**config.mk**
```make
export PLATFORM = sky130hd
export DESIGN_NAME = pipe_stage_regs
export DESIGN_NICKNAME = d
export VERILOG_FILES = /design/src/rtl/pipe_stage_regs_pkg.sv /design/src/rtl/pipe_stage_regs_stage_reg.sv /design/src/rtl/pipe_stage_regs.sv
export SDC_FILE = /design/constraint.sdc
export NUM_CORES = 1
export LEC_CHECK = 0
export ABC_AREA = 1
export BUFFER_PORTS_ARGS = -buffer_cell sky130_fd_sc_hd__buf_2
export CORE_ASPECT_RATIO = 0.9
export CORE_MARGIN = 2
export CORE_UTILIZATION = 50
export DETAILED_ROUTE_END_ITERATION = 8
export GPL_TIMING_DRIVEN = 0
export PLACE_DENSITY = 0.88
export SYNTH_ARGS = -nofsm -noshare
export SYNTH_HDL_FRONTEND = slang
export SYNTH_SLANG_ARGS = --single-unit
```
**constraint.sdc**
```tcl
create_clock -name clk -period 4.2 [get_ports clk]
set_input_delay 0.42 -clock clk [delete_from_list [all_inputs] [get_ports clk]]
set_output_delay 0.42 -clock clk [all_outputs]
set_load 0.01 [all_outputs]
```
**src/rtl/pipe_stage_regs_pkg.sv**
```systemverilog
// pipe_stage_regs_pkg: MIPS opcode/func encodings, stage reset defaults and instruction-class decode.
package pipe_stage_regs_pkg;

   localparam logic [31:0] NOP_IR   = 32'h0000_0000;
   localparam logic [31:0] PC_RESET = 32'h0000_3000;

   localparam logic [5:0] OP_RTYPE   = 6'b000000;
   localparam logic [5:0] OP_ORI     = 6'b001101;
   localparam logic [5:0] OP_LW      = 6'b100011;
   localparam logic [5:0] OP_SW      = 6'b101011;
   localparam logic [5:0] OP_LUI     = 6'b001111;
   localparam logic [5:0] OP_BEQ     = 6'b000100;
   localparam logic [5:0] OP_J       = 6'b000010;
   localparam logic [5:0] OP_JAL     = 6'b000011;
   localparam logic [5:0] OP_BGEZALR = 6'b111111;
   localparam logic [5:0] FN_ADDU    = 6'b100001;
   localparam logic [5:0] FN_SUBU    = 6'b100011;
   localparam logic [5:0] FN_JR      = 6'b001000;
   localparam logic [5:0] FN_BGEZALR = 6'b000000;

   typedef enum logic [3:0] {
      I_NONE, I_ADDU, I_SUBU, I_ORI, I_LW, I_SW, I_LUI,
      I_BEQ, I_J, I_JAL, I_JR, I_BGEZALR
   } instr_e;

   function automatic instr_e decode(input logic [31:0] ir);
      logic [5:0] op;
      logic [5:0] fn;
      op = ir[31:26];
      fn = ir[5:0];
      return (op == OP_RTYPE) ? ((fn == FN_ADDU) ? I_ADDU : (fn == FN_SUBU) ? I_SUBU :
                                 (fn == FN_JR) ? I_JR : I_NONE) :
             (op == OP_ORI) ? I_ORI : (op == OP_LW) ? I_LW : (op == OP_SW) ? I_SW :
             (op == OP_LUI) ? I_LUI : (op == OP_BEQ) ? I_BEQ : (op == OP_J) ? I_J :
             (op == OP_JAL) ? I_JAL :
             (op == OP_BGEZALR && fn == FN_BGEZALR) ? I_BGEZALR : I_NONE;
   endfunction

endpackage

```
**src/rtl/pipe_stage_regs_stage_reg.sv**
```systemverilog
// stage_reg: one pipeline stage IR+PC register pair with hold (en) and bubble (clr) controls.
module stage_reg
   import pipe_stage_regs_pkg::*;
(
   input  logic        clk,
   input  logic        reset,
   input  logic        en,
   input  logic        clr,
   input  logic [31:0] ir_d,
   input  logic [31:0] pc_d,
   output logic [31:0] ir,
   output logic [31:0] pc
);

   always_ff @(posedge clk) begin
      if (reset || clr) begin
         ir <= NOP_IR;
         pc <= PC_RESET;
      end else if (en) begin
         ir <= ir_d;
         pc <= pc_d;
      end
   end

endmodule

```
**src/rtl/pipe_stage_regs.sv**
```systemverilog
// pipe_stage_regs: F->D->E->M->W IR/PC register chain with Tuse/Tnew load-use and branch stall unit.
module pipe_stage_regs
   import pipe_stage_regs_pkg::*;
(
   input  logic        clk,
   input  logic        reset,
   input  logic [31:0] F_IR,
   input  logic [31:0] F_PC,
   output logic [31:0] D_IR,
   output logic [31:0] E_IR,
   output logic [31:0] M_IR,
   output logic [31:0] W_IR,
   output logic [31:0] D_PC,
   output logic [31:0] E_PC,
   output logic [31:0] M_PC,
   output logic [31:0] W_PC,
   output logic        stall,
   output logic        PC_en
);

   // a missing destination maps to $0, which never hazards
   function automatic logic [4:0] dest(input logic [31:0] ir);
      instr_e c;
      c = decode(ir);
      return (c inside {I_ADDU, I_SUBU, I_BGEZALR}) ? ir[15:11] :
             (c inside {I_ORI, I_LUI, I_LW}) ? ir[20:16] :
             (c == I_JAL) ? 5'd31 : 5'd0;
   endfunction

   function automatic logic [1:0] tnew_e(input logic [31:0] ir);
      instr_e c;
      c = decode(ir);
      return (c == I_LW) ? 2'd2 : (c inside {I_ADDU, I_SUBU, I_ORI}) ? 2'd1 : 2'd0;
   endfunction

   function automatic logic [1:0] tnew_m(input logic [31:0] ir);
      return (decode(ir) == I_LW) ? 2'd1 : 2'd0;
   endfunction

   // Tuse of 3 marks an operand that is not read; it can never be below any Tnew
   function automatic logic [1:0] tuse_rs(input logic [31:0] ir);
      instr_e c;
      c = decode(ir);
      return (c inside {I_BEQ, I_JR, I_BGEZALR}) ? 2'd0 :
             (c inside {I_ADDU, I_SUBU, I_ORI, I_LW, I_SW}) ? 2'd1 : 2'd3;
   endfunction

   function automatic logic [1:0] tuse_rt(input logic [31:0] ir);
      instr_e c;
      c = decode(ir);
      return (c inside {I_BEQ, I_BGEZALR}) ? 2'd0 :
             (c inside {I_ADDU, I_SUBU}) ? 2'd1 : (c == I_SW) ? 2'd2 : 2'd3;
   endfunction

   function automatic logic hazard(input logic [4:0] src, input logic [1:0] tuse,
                                   input logic [4:0] dst, input logic [1:0] tnew);
      return (src != 5'd0) && (src == dst) && (tuse < tnew);
   endfunction

   always_comb begin
      stall = hazard(D_IR[25:21], tuse_rs(D_IR), dest(E_IR), tnew_e(E_IR)) ||
              hazard(D_IR[20:16], tuse_rt(D_IR), dest(E_IR), tnew_e(E_IR)) ||
              hazard(D_IR[25:21], tuse_rs(D_IR), dest(M_IR), tnew_m(M_IR)) ||
              hazard(D_IR[20:16], tuse_rt(D_IR), dest(M_IR), tnew_m(M_IR));
   end

   assign PC_en = ~stall;

   stage_reg u_d (.clk(clk), .reset(reset), .en(~stall), .clr(1'b0),
                  .ir_d(F_IR), .pc_d(F_PC), .ir(D_IR), .pc(D_PC));
   stage_reg u_e (.clk(clk), .reset(reset), .en(1'b1), .clr(stall),
                  .ir_d(D_IR), .pc_d(D_PC), .ir(E_IR), .pc(E_PC));
   stage_reg u_m (.clk(clk), .reset(reset), .en(1'b1), .clr(1'b0),
                  .ir_d(E_IR), .pc_d(E_PC), .ir(M_IR), .pc(M_PC));
   stage_reg u_w (.clk(clk), .reset(reset), .en(1'b1), .clr(1'b0),
                  .ir_d(M_IR), .pc_d(M_PC), .ir(W_IR), .pc(W_PC));

endmodule

```
Word-level counts from Yosys, hierarchy flattened
Cells that the tools add are included.
Operators by class
  shift operators: 0
  multipliers: 0
  $lt $le $gt $ge: 4
  bitwise gates (word level): 1
  reduce and logical (&&, ||, !) cells: 32
  divide/modulo/power cells: 0
  $add $sub $neg: 0
  multiplexer cells: 50
  eq/ne operators: 59
Operators with widths (count)
  4-bit two-way mux: 36
  6-bit == test (second input constant): 15
  6-bit by 4-bit == test with 1-bit output (second input constant): 9
  6-bit by 2-bit == test with 1-bit output (second input constant): 6
  6-bit zero test: 6
  5-bit two-way mux: 6
  4-bit by 3-bit == test with 1-bit output (second input constant): 7
  4-bit by 2-bit == test with 1-bit output (second input constant): 6
  4-bit == test (second input constant): 6
  5-bit == test: 4
  6-bit by 3-bit == test with 1-bit output (second input constant): 3
  3-bit nonzero test: 6
  5-bit nonzero test: 3
  4-bit by 1-bit == test with 1-bit output (second input constant): 3
  1-bit logical AND: 11
  2-bit two-way mux: 5
  2-bit less-than comparator: 3
  1-bit logical OR: 4
  2-bit nonzero test: 2
  1-bit two-way mux: 3
  2-bit by 1-bit less-than comparator with 1-bit output: 1
  1-bit NOT: 1
Storage, ports and cells
  input port bits: 66
  latch bits: 0
  ROM bits: 0
  bits in writable memories: 0
  word-level logic and storage cells: 154
  output and inout port bits: 258
  register bits: 256
  memories kept: 0

Depth between registers and ports, before layout
Gate-level depths: netlist of run 1.
  depth in word-level cells: 22
  mapped depth: 23
  mapped depth without buffers: 22

By module
A second synthesis of run 1 with hierarchy kept.
Second synthesis, totals
  cell total of the unflattened synthesis: 1959
  area total of the unflattened synthesis: 12310.6 µm²
By module, submodules not included
  stage_reg: seq. area each 1281.2 µm², cells each 402, times used 4, area an instance 2662.6 µm²
  pipe_stage_regs: seq. area each 0.0 µm², cells each 351, times used 1, area an instance 1660.3 µm²

Least setup slack after synthesis of run 1
OpenSTA, ideal clock, no wires.
  path type: register to output
  start point: reg u_d.ir[29]
  end point: out PC_en
  stages on the path, launching flop included: 20
  data required time: 3.780 ns
  path buffers: 0
  data arrival time: 2.630 ns
  slack: 1.150 ns
  cell sequence: dfxtp_1 > nand2_1 > inv_1 > nand2_1 > nor3_1 > a21oi_1 > nand4_1 > a21boi_0 > o21ai_0 > nor3_1 > a21oi_1 > ha_1 > a21oi_1 > nand2_1 > nor2_1 > nand3_1 > nand2_1 > nand2_2 > nand2_2 > inv_2
On the way
  longest elaborated chain between the ends: 21
  elaborated cells on any way between the ends: 48
  classes of those cells: order compare (4); eq/ne (16); mux (14); bitwise (1); reduce/logical (13)
RTL lines
  from (decl): line pipe_stage_regs_stage_reg.sv:11  | output logic [31:0] ir,
  from (signal assigned): line pipe_stage_regs_stage_reg.sv:20  | ir <= ir_d;
  6-bit == test: line pipe_stage_regs_pkg.sv:36  | (op == OP_BGEZALR && fn == FN_BGEZALR) ? I_BGEZALR : I_NONE;
  1-bit logical AND: line pipe_stage_regs_pkg.sv:36
  4-bit two-way mux: line pipe_stage_regs_pkg.sv:36
  4-bit two-way mux: line pipe_stage_regs_pkg.sv:35  | (op == OP_JAL) ? I_JAL :
  4-bit two-way mux (3 in series): line pipe_stage_regs_pkg.sv:34  | (op == OP_LUI) ? I_LUI : (op == OP_BEQ) ? I_BEQ : (op == OP_J) ? I_J :
  4-bit two-way mux (3 in series): line pipe_stage_regs_pkg.sv:33  | (op == OP_ORI) ? I_ORI : (op == OP_LW) ? I_LW : (op == OP_SW) ? I_SW :
  4-bit two-way mux (*): line pipe_stage_regs_pkg.sv:31  | return (op == OP_RTYPE) ? ((fn == FN_ADDU) ? I_ADDU : (fn == FN_SUBU) ? I_SUBU :
  4-bit by 1-bit == test with 1-bit output (tied with other cells): line pipe_stage_regs.sv:45, pipe_stage_regs.sv:52
  (+2 left out)
  2-bit two-way mux, on equally long branches: line pipe_stage_regs.sv:44, pipe_stage_regs.sv:51
  2-bit less-than comparator: line pipe_stage_regs.sv:57  | return (src != 5'd0) && (src == dst) && (tuse < tnew);
  1-bit logical AND: line pipe_stage_regs.sv:57
  1-bit logical OR: line pipe_stage_regs.sv:61  | stall = hazard(D_IR[25:21], tuse_rs(D_IR), dest(E_IR), tnew_e(E_IR)) ||
  1-bit logical OR: line pipe_stage_regs.sv:62  | hazard(D_IR[20:16], tuse_rt(D_IR), dest(E_IR), tnew_e(E_IR)) ||
  1-bit logical OR (*): line pipe_stage_regs.sv:63  | hazard(D_IR[25:21], tuse_rs(D_IR), dest(M_IR), tnew_m(M_IR)) ||
  net stall: line pipe_stage_regs.sv:17  | output logic stall,
  1-bit NOT (*)
  to (decl): line pipe_stage_regs.sv:18  | output logic PC_en
The timed path passes the listed nets; every way through them passes the cells marked *.

Worst setup path after layout of run 1
  start point: reg u_d.ir[27]
  end point: out PC_en
On the way
  longest elaborated chain between the ends: 21
  elaborated cells on any way between the ends: 48
  classes of those cells: order compare (4); eq/ne (16); mux (14); bitwise (1); reduce/logical (13)
RTL lines
  6-bit == test: line pipe_stage_regs_pkg.sv:36
  1-bit logical AND: line pipe_stage_regs_pkg.sv:36
  4-bit two-way mux: line pipe_stage_regs_pkg.sv:36
  4-bit two-way mux: line pipe_stage_regs_pkg.sv:35
  4-bit two-way mux (3 in series): line pipe_stage_regs_pkg.sv:34
  4-bit two-way mux (3 in series): line pipe_stage_regs_pkg.sv:33
  4-bit two-way mux (*): line pipe_stage_regs_pkg.sv:31
  4-bit by 1-bit == test with 1-bit output (tied with other cells): line pipe_stage_regs.sv:45, pipe_stage_regs.sv:52
  5-bit nonzero test (tied with other cells): line pipe_stage_regs.sv:45  | (c inside {I_ADDU, I_SUBU, I_ORI, I_LW, I_SW}) ? 2'd1 : 2'd3;
  2-bit two-way mux, on equally long branches: line pipe_stage_regs.sv:45, pipe_stage_regs.sv:52
  2-bit two-way mux, on equally long branches: line pipe_stage_regs.sv:44, pipe_stage_regs.sv:51
  2-bit less-than comparator: line pipe_stage_regs.sv:57
  1-bit logical AND: line pipe_stage_regs.sv:57
  1-bit logical OR: line pipe_stage_regs.sv:61
  1-bit logical OR: line pipe_stage_regs.sv:62
  1-bit logical OR (*): line pipe_stage_regs.sv:63
  1-bit NOT (*)
Every way passes the cells marked *; elsewhere a longest branch is shown, timed or not.

==> qor.csv, run 1 <==
stage;metric;value;unit
run_status;status;finished, final reports clean;
setup_path;slowest stage delay, CP;0.43;ns
floorplanning;core area;0.01852;mm^2
grt;antenna violations before repair;1;
hold_path;Hold Crit Depth;3;
clock_network;# hold bufs at CTS;0;
setup_path;Crit path depth;18;
floorplanning;die span in y;134.8;um
yosys;largest family of logic cells by synthesized area;simple AND/OR/NAND/NOR gates;
setup_path;Critical Path RT;3.78;ns
setup_path;Worst Reg-to-Reg Cells;19;
power;Pwr Density;703.0;mW/mm^2
yosys;#FFs+latches synth;256;
setup_path;most frequent cell on the critical path;a21oi_1;
grt;largest net degree at the start of global routing;15;
sta;Clock Skews;0.01817;ns
sta;max-slew violation count;0;
drt;router iterations before antenna repair;5;
sta;Final WS setup;0.1822;ns
yosys;Synth warnings;0;
yosys;Post-Synthesis Cells;1268;
sta;fmax;0.2489;GHz
floorplanning;Initial Util;0.5134;
floorplanning;I/O pins;324;
sta;min Tclk post-route;4.018;ns
setup_path;CP cell instances;inv_1 > nor4_1 > a21oi_1 > nand4_1 > a21boi_2 > o21ai_0 > nor3_1 > a21oi_1 > ha_1 > a21oi_1 > nand2_1 > nor2_1 > nand3_1 > nand2_1 > nand2_4 > nand2_4 > inv_2 > buf_2;
drt;Routed WL;27.90;mm
clock_network;H-tree depth;1;
clock_network;clock sink count;256;
yosys;sequential fraction of the synthesis area;0.5389;
yosys;syn_nets;1336;
layout;final net count;1686;
placement;dpl ws;0.4328;ns
drt;DRT iter0 DRCs;604;
grt;vias in the first global route;8224;
drt;DRC viols;0;
drt;DR vias;9039;
setup_path;CP bufs+invs;3;
yosys;post-synthesis simple-gate area fraction;0.2655;
yosys;Netlist cell types;33;
hold_path;worst min path class;input pin to flop;
clock_network;Clk pin slew, worst setup/hold paths;0.06;ns
run;maxcap violations;0;
setup_path;CP max FO;10;
yosys;Syn Area/Cell;7.500;um^2
clock_network;clock tree from TritonCTS;built;
sta;Final TNS setup;0;ns
sta;Tcrit/Tclk final;0.9566;
grt;first-pass GRT wire length;42.52;mm
setup_path;Top delay family on crit path;simple AND/OR/NAND/NOR gates;
clock_network;clock tree root driver cell;clkbuf_16;
yosys;mux cell area share after synthesis;0;
power;Leak Pwr;6.707;nW
floorplanning;Chip Width;149.4;um
sta;worst slew pin tran;0.6705;ns
setup_path;CP max stage cell;nor4_1;
yosys;post-synthesis compound-gate area fraction;0.04881;
sta;Final Hold Fails;0;
grt;total grt overflow;0;
clock_network;Num CTS Buffers;25;
clock_network;worst skew pair latency;0.52;ns
drt;wire length per cell;14.85;um
grt;GRT Total Usage;0.2654;
power;Worst VDD drop;478.0;uV
layout;layout cell share with drive strength beyond 1;0.2632;
placement;Final HPWL DP;21.02;mm
setup_path;arrival time of the worst setup path;3.60;ns
clock_network;Setup Buffers After CTS;0;
floorplanning;Die ar.;0.02014;mm^2
setup_path;critical path class;flop to output port;
yosys;XOR/XNOR share of the synthesized area;0.002763;
sta;Setup-failing EPs final;0;
placement;Placed Instance Area;0.01143;mm^2
floorplanning;row count;47;
sta;max_slew headroom;0.5530;
setup_path;Worst setup EP type;output port;
setup_path;Setup crit start kind;flop;
placement;PortBufs;323;
layout;antenna cells;0;
yosys;adder-cell share of the synthesized area;0.002631;
drt;number of vias per cell;4.811;
yosys;mapped cell area;0.009510;mm^2
placement;Final Wtd Congestion;0.9562;
drt;ANT nets after route;0;
layout;area grow syn2layout;29.84;%
layout;Layout Cell Area excl Fill;0.01235;mm^2
clock_network;Clock Path Buffers;3;
layout;fin util;0.6666;
[logic make-up after synthesis]
kind of cell	after synthesis
adders and majority gates	2
buffers and inverters	325
xor gates and xnor gates	3
DFF	256
AOI/OAI and AO/OA	88
and+or+nand+nor	594
[sequential cells by signal (all words and copies together) (netlist names)]
register and flops:
u_d.ir 32, u_d.pc 32, u_e.ir 32, u_e.pc 32, u_m.ir 32, u_m.pc 32, u_w.ir 32, u_w.pc 32
[through the flow]
stage / instances / power [mW] / hold WS (ns)
after detailed placement: 1836 / 6.318 / 0.4088
after global placement: 1836 / 6.239 / 0.4047
after CTS: 1879 / 8.643 / 0.1452
final: 1879 / 8.681 / 0.1499
after global routing: 1879 / 9.163 / 0.1567
after floorplan: 1268 / 5.183 / 0.4473
[tightest hold or removal path, stage by stage]
cell	delay, ns
buf_2	0.08
nand3_1	0.06
nand3_1	0.07
[what timing repair did]
item / in CTS / in global routing
gates resized for setup: 7 / 11
setup endpoints to repair: 2 / 2
pin swaps: 0 / 2
gates cloned: 0 / 0
[metal layers]
metal  vias up  GRT usage  routed length (um)
met5         -          0                  11
li1       4500          -                   -
met2       394     0.4470               13170
met3        48    0.04054                1898
met4         2    0.08307                 745
met1      4095     0.3522               12070
[worst paths after layout]
kind | startpoint | to | slack, ns
worst max-delay path | u_d.ir[27] | PC_en | 0.18
worst min-delay path | F_PC[12] | u_d.pc[12] | 0.15
worst max register to register | u_d.ir[27] | u_d.pc[17] | 0.78
worst min register to register | u_e.ir[7] | u_m.ir[7] | 0.41
[final cells by class]
type                    count  area (um^2)
plain buffers              53        324.1
clock inverters             7        117.6
clock buffers              36        737.0
well taps                 245        306.5
repair buffers            323         1617
multi-input cells         687         3093
inverters                 272         1021
flip-flops and latches    256         5132
fillers                  1490         6176
[power breakdown]
group | total [mW] | switching [mW] | internal, mW
Combinational | 2.95 | 1.85 | 1.10
Clock | 2.32 | 0.925 | 1.40
Sequential | 3.41 | 0.472 | 2.94
[Yosys cell counts]
library cell	count	area, um^2
nand2_1	139	521.8
nor3_2	3	30.03
nand4_1	12	75.07
o22ai_1	1	6.260
clkbuf_1	21	78.83
o21ai_1	2	10.01
nand2_4	2	22.52
nand3_4	1	17.52
or2_2	4	25.02
buf_4	4	30.03
nand3b_1	1	7.510
o211a_1	2	20.02
a41oi_1	1	8.760
a21oi_1	68	340.3
nor2_1	291	1092
a21boi_0	1	7.510
dfxtp_1	256	5125
nor2_2	2	12.51
nor4_1	2	12.51
ha_1	2	25.02
buf_2	16	80.08
nand2_2	4	25.02
nand3b_2	1	11.26
buf_6	12	135.1
inv_1	269	1010
xor2_1	3	26.28
o21ai_0	12	60.06
nand3_2	1	10.01
nor2_4	1	11.26
o21bai_2	1	11.26
nor3_1	11	55.05
nand3_1	119	595.6
inv_2	3	11.26
[cell usage in the layout, fill, tap and decap left out, types with 25 or more instances in the layout]
cell type,Yosys,layout
buf_2,16,339
nor2_1,291,288
inv_1,269,269
dfxtp_1,256,250
nand2_1,139,139
nand3_1,119,119
a21oi_1,68,68
clkbuf_1,21,25
clkbuf_16,0,25
Power figures use the tool's default switching activity.
==> run 2, diff against run 1 <==
--- a/config.mk
+++ b/config.mk
@@ -9,10 +9,10 @@
 export BUFFER_PORTS_ARGS = -buffer_cell sky130_fd_sc_hd__buf_2
 export CORE_ASPECT_RATIO = 0.9
 export CORE_MARGIN = 2
-export CORE_UTILIZATION = 50
+export CORE_UTILIZATION = 41
 export DETAILED_ROUTE_END_ITERATION = 8
 export GPL_TIMING_DRIVEN = 0
-export PLACE_DENSITY = 0.88
+export PLACE_DENSITY = 0.75
 export SYNTH_ARGS = -nofsm -noshare
 export SYNTH_HDL_FRONTEND = slang
 export SYNTH_SLANG_ARGS = --single-unit
==> qor.csv, run 2 (synthesized netlist as in run 1, its figures left out) <==
stage;metric;value;unit
hold_path;Hold EP;u_d.pc[12];
placement;PortBufs;323;
run_status;status;finished, final reports clean;
setup_path;arrival time of the worst setup path;3.57;ns
setup_path;Critical Path RT;3.78;ns
power;internal power;5.589;mW
grt;first-pass GRT wire length;42.58;mm
sta;Clock Skews;0.01955;ns
drt;router iterations before antenna repair;5;
grt;total grt overflow;0;
layout;most frequent cells in the layout;339 x buf_2, 289 x nor2_1, 269 x inv_1, 250 x dfxtp_1, 139 x nand2_1;
clock_network;worst skew pair latency;0.53;ns
layout;final net count;1688;
setup_path;Worst Reg-to-Reg Cells;21;
sta;max-slew violation count;0;
setup_path;CP max stage cell;dfxtp_2;
setup_path;reg2reg end;u_d.ir[27];
layout;most common cell after layout, fill and taps aside;buf_2;
floorplanning;Die ar.;0.02443;mm^2
setup_path;RR Startpoint;u_d.ir[30];
drt;ANT nets after route;0;
power;Switching Fraction;0.3695;
sta;Tcrit/Tclk final;0.9489;
sta;worst slew pin tran;0.8813;ns
setup_path;critical path class;flop to output port;
placement;dpl ws;0.3794;ns
layout;layout cell share with drive strength beyond 1;0.2671;
setup_path;slowest stage delay, CP;0.38;ns
clock_network;clock tree from TritonCTS;built;
power;Worst VDD drop;345.3;uV
placement;Final HPWL DP;22.08;mm
drt;DRC viols;0;
sta;fmax;0.2509;GHz
clock_network;clock sink count;256;
power;Comb pwr share;0.334;
drt;Metal-1 WL;12.87;mm
floorplanning;core area;0.02264;mm^2
drt;DRT iter0 DRCs;511;
clock_network;H-tree depth;1;
setup_path;CP max FO;7;
run;maxcap violations;0;
clock_network;Clock Path Buffers;3;
drt;Routed WL;28.41;mm
grt;largest net degree at the start of global routing;16;
drt;number of vias per cell;4.537;
clock_network;Clk pin slew, worst setup/hold paths;0.06;ns
power;Pwr Density;708.2;mW/mm^2
hold_path;hold_sp;F_PC[12];
clock_network;Num CTS Buffers;26;
sta;Final Hold Fails;0;
layout;antenna cells;0;
floorplanning;row count;52;
drt;wire length on met2;12.87;mm
floorplanning;Chip Width;164.5;um
hold_path;Hold Crit Depth;3;
sta;WHS;0.1522;ns
floorplanning;I/O pins;324;
grt;GRT Total Usage;0.2213;
floorplanning;die span in y;148.5;um
power;Seq pwr share;0.384;
drt;DR top layer;met4;
sta;Final WS setup;0.2146;ns
drt;DR vias;8789;
sta;Final TNS setup;0;ns
clock_network;clock tree root driver cell;clkbuf_16;
power;Leak Pwr;6.766;nW
setup_path;Setup crit start kind;flop;
setup_path;r2r setup slk;0.61;ns
floorplanning;Initial Util;0.4200;
setup_path;CP cell instances;nor2_2 > nand3_2 > nor2_2 > a41oi_1 > nand4_1 > a21boi_2 > o21ai_0 > nor3_1 > a21oi_1 > ha_1 > a21oi_1 > nand2_1 > nor2_1 > nand3_1 > nand2_1 > nand2_4 > nand2_4 > inv_2 > buf_2;
sta;min Tclk post-route;3.985;ns
power;Switch Pwr;3.276;mW
sta;Setup-failing EPs final;0;
setup_path;Worst setup EP type;output port;
sta;max_slew headroom;0.4125;
placement;Final Wtd Congestion;0.8849;
drt;routed wl met3;1.897;mm
grt;vias in the first global route;7884;
power;Clock power frac;0.282;
grt;antenna violations before repair;0;
layout;area grow syn2layout;31.61;%
clock_network;# hold bufs at CTS;0;
drt;wire length per cell;14.67;um
hold_path;worst min path class;input pin to flop;
power;PnR Total Power;8.865;mW
run 2: worst max path at each step:
stage	from	endpoint	slack [ns]	cells after the start
after global placement	u_d.ir[29]	PC_en	0.38	20
after floorplan	u_d.ir[29]	PC_en	1.15	19
after CTS	u_d.ir[31]	PC_en	0.03	19
after global routing	u_d.ir[30]	PC_en	-0.01	19
after detailed placement	u_d.ir[29]	PC_en	0.38	20
final	u_d.ir[30]	PC_en	0.21	19
run 2: layout make-up:
type,count,area (um^2)
inverters,272,1021
flip-flops and latches,256,5132
well taps,297,371.6
repair buffers,324,1624
fillers,2153,10120
multi-input cells,687,3093
clock inverters,12,171.4
clock buffers,36,779.5
plain buffers,53,324.1
run 2: critical path, delay by kind of cell, from the launching register on:
kind / cells / cell delay, ns
adder cells (fa/ha/maj): 1 / 0.28
AO/OA/AOI/OAI: 5 / 0.65
buffers and inverters: 2 / 0.20
flip-flops: 1 / 0.38
AND/OR/NAND/NOR: 11 / 1.56
run 2: through the flow:
stage                     cell area, um^2  std cells  utilization
after floorplan                      9510       1268            -
after global placement              11500       1888       0.5078
after detailed placement            11500       1888       0.5078
after CTS                           12480       1936       0.5510
after global routing                12520       1937       0.5528
final                               12520       1937       0.5528
run 2: power by group through the flow:
stage	clock [mW]	combinational, mW	sequential, mW
final	2.50	2.96	3.41
after floorplan	0	1.64	3.54
after CTS	2.53	2.94	3.39
after global placement	0	2.87	3.43
after detailed placement	0	2.91	3.44
after global routing	2.63	3.31	3.47
run 2: layer usage:
layer | global-route usage | vias to the layer above
met1 | 0.3073 | 3932
met4 | 0.06696 | 0
met5 | 0 | -
met2 | 0.3552 | 320
met3 | 0.03486 | 41
li1 | - | 4496
run 2: what timing repair did:
action,in CTS,in global routing
setup endpoints to repair,2,2
resized for setup,5,13
pin swaps,0,4
buffers inserted,0,1
==> run 3, diff against run 2 <==
--- a/config.mk
+++ b/config.mk
@@ -6,7 +6,7 @@
 export NUM_CORES = 1
 export LEC_CHECK = 0
 export ABC_AREA = 1
-export BUFFER_PORTS_ARGS = -buffer_cell sky130_fd_sc_hd__buf_2
+export BUFFER_PORTS_ARGS = -buffer_cell sky130_fd_sc_hd__buf_4
 export CORE_ASPECT_RATIO = 0.9
 export CORE_MARGIN = 2
 export CORE_UTILIZATION = 41
==> qor.csv, run 3 (synthesized netlist as in run 1, its figures left out) <==
stage;metric;value;unit
run_status;status;finished, final reports clean;
grt;GRT Total Usage;0.2287;
drt;DR vias;8852;
sta;fmax;0.2559;GHz
clock_network;worst skew pair latency;0.53;ns
layout;most common cell after layout, fill and taps aside;buf_4;
floorplanning;Initial Util;0.4200;
power;Worst VDD drop;449.1;uV
sta;Tcrit/Tclk final;0.9304;
drt;DRC viols;0;
setup_path;CP cell instances;nor2_4 > nand3_4 > nor3_4 > inv_1 > nand4_1 > a21boi_2 > o21ai_0 > nor3_2 > a21oi_1 > ha_1 > a21oi_1 > nand2_1 > nor2_1 > nand3_1 > nand2_1 > nand2_4 > nand2_4 > inv_2 > buf_4;
sta;Final TNS setup;0;ns
grt;largest net degree at the start of global routing;15;
layout;final net count;1692;
floorplanning;row count;52;
floorplanning;die span in y;148.5;um
sta;min Tclk post-route;3.908;ns
clock_network;clock tree from TritonCTS;built;
hold_path;worst min path class;input pin to flop;
setup_path;arrival time of the worst setup path;3.49;ns
setup_path;CP bufs+invs;3;
layout;layout cell share with drive strength beyond 1;0.2729;
grt;total grt overflow;0;
grt;first-pass GRT wire length;44.06;mm
floorplanning;I/O pins;324;
setup_path;Worst setup EP type;output port;
layout;antenna cells;0;
grt;vias in the first global route;8270;
placement;PortBufs;323;
clock_network;Clock Path Buffers;3;
clock_network;clock tree root driver cell;clkbuf_16;
sta;max_slew headroom;0.3996;
sta;worst slew pin tran;0.9007;ns
run;maxcap violations;0;
placement;Final Wtd Congestion;0.8923;
setup_path;Setup crit start kind;flop;
clock_network;H-tree depth;1;
setup_path;critical path class;flop to output port;
clock_network;Num CTS Buffers;27;
drt;ANT nets after route;0;
setup_path;CP max FO;7;
setup_path;Top delay family on crit path;simple AND/OR/NAND/NOR gates;
setup_path;Critical Path RT;3.78;ns
drt;number of vias per cell;4.558;
sta;Clock Skews;0.01446;ns
power;Leak Pwr;6.844;nW
drt;router iterations before antenna repair;5;
drt;Routed WL;28.99;mm
drt;DRT iter0 DRCs;551;
layout;area grow syn2layout;40.23;%
grt;antenna violations before repair;0;
sta;Setup-failing EPs final;0;
floorplanning;Chip Width;164.5;um
sta;Final Hold Fails;0;
placement;Final HPWL DP;22.59;mm
drt;wire length per cell;14.93;um
sta;max-slew violation count;0;
floorplanning;core area;0.02264;mm^2
clock_network;Clk pin slew, worst setup/hold paths;0.06;ns
clock_network;# hold bufs at CTS;0;
setup_path;CP max stage cell;dfxtp_4;
setup_path;slowest stage delay, CP;0.39;ns
power;PnR Total Power;9.049;mW
floorplanning;Die ar.;0.02443;mm^2
layout;most frequent cells in the layout;331 x buf_4, 288 x nor2_1, 268 x inv_1, 250 x dfxtp_1, 139 x nand2_1;
clock_network;clock sink count;256;
power;Pwr Density;678.5;mW/mm^2
## run 3: cell count changes in the layout (fill, tap and decap cells not counted), sizes merged
cell / previous run / this run
clkinv: 7 / 11
buf: 356 / 359
bufinv: 4 / 1
clkbuf: 57 / 54
clkinvlp: 0 / 3
inv: 273 / 274
## run 3: area by class of cell
class	count	area, um^2
tap	297	371.6
fill	2107	9305
multi-input combinational	687	3141
clock inverter	17	136.4
buffer	53	324.1
sequential	256	5140
inverter	272	1021
timing repair buffer	327	2455
clock buffer	33	748.2
## run 3: power by group
| part | internal (mW) | switching (mW) | total [mW] |
|---|---|---|---|
| combinational | 1.41 | 1.88 | 3.29 |
| clock | 1.34 | 0.983 | 2.32 |
| sequential | 2.94 | 0.498 | 3.44 |
## run 3: worst paths after layout
| kind | startpoint | end | slack, ns | depth (start not counted) |
|---|---|---|---|---|
| max | u_d.ir[30] | PC_en | 0.29 | 19 |
| min | F_PC[13] | u_d.pc[13] | 0.16 | 3 |
| max reg2reg | u_d.ir[30] | u_d.ir[18] | 0.73 | 21 |
| min reg2reg | u_m.ir[6] | u_w.ir[6] | 0.41 | 2 |
## run 3: per-stage QoR
stage | hold slack (ns) | util | area (um^2) | setup slack [ns] | instances
global route | 0.1726 | 0.5890 | 13340 | -0.02411 | 1942
CTS | 0.1444 | 0.5839 | 13220 | 0.06012 | 1938
floorplan | 0.4473 | - | 9510 | 1.150 | 1268
detailed placement | 0.4102 | 0.5435 | 12310 | 0.4210 | 1888
finish | 0.1624 | 0.5890 | 13340 | 0.2922 | 1942
global placement | 0.4065 | 0.5435 | 12310 | 0.4732 | 1888
## run 3: worst min-delay path, cell delays in order
cell and delay (ns):
buf_4 0.09, nand3_1 0.07, nand3_1 0.08
## run 3: what timing repair did
action                     in CTS  in global routing
buffers inserted                0                  4
setup endpoints to repair       2                  2
pin swaps                       0                  6
resized for setup               9                 21
## run 3: routing by layer
| metal | global-route usage | vias to the layer above | wire length (um) |
|---|---|---|---|
| li1 | - | 4515 | - |
| met1 | 0.3149 | 3962 | 13020 |
| met2 | 0.3688 | 313 | 13130 |
| met3 | 0.03458 | 62 | 1855 |
| met4 | 0.07435 | 0 | 984 |
| met5 | 0 | - | 0 |
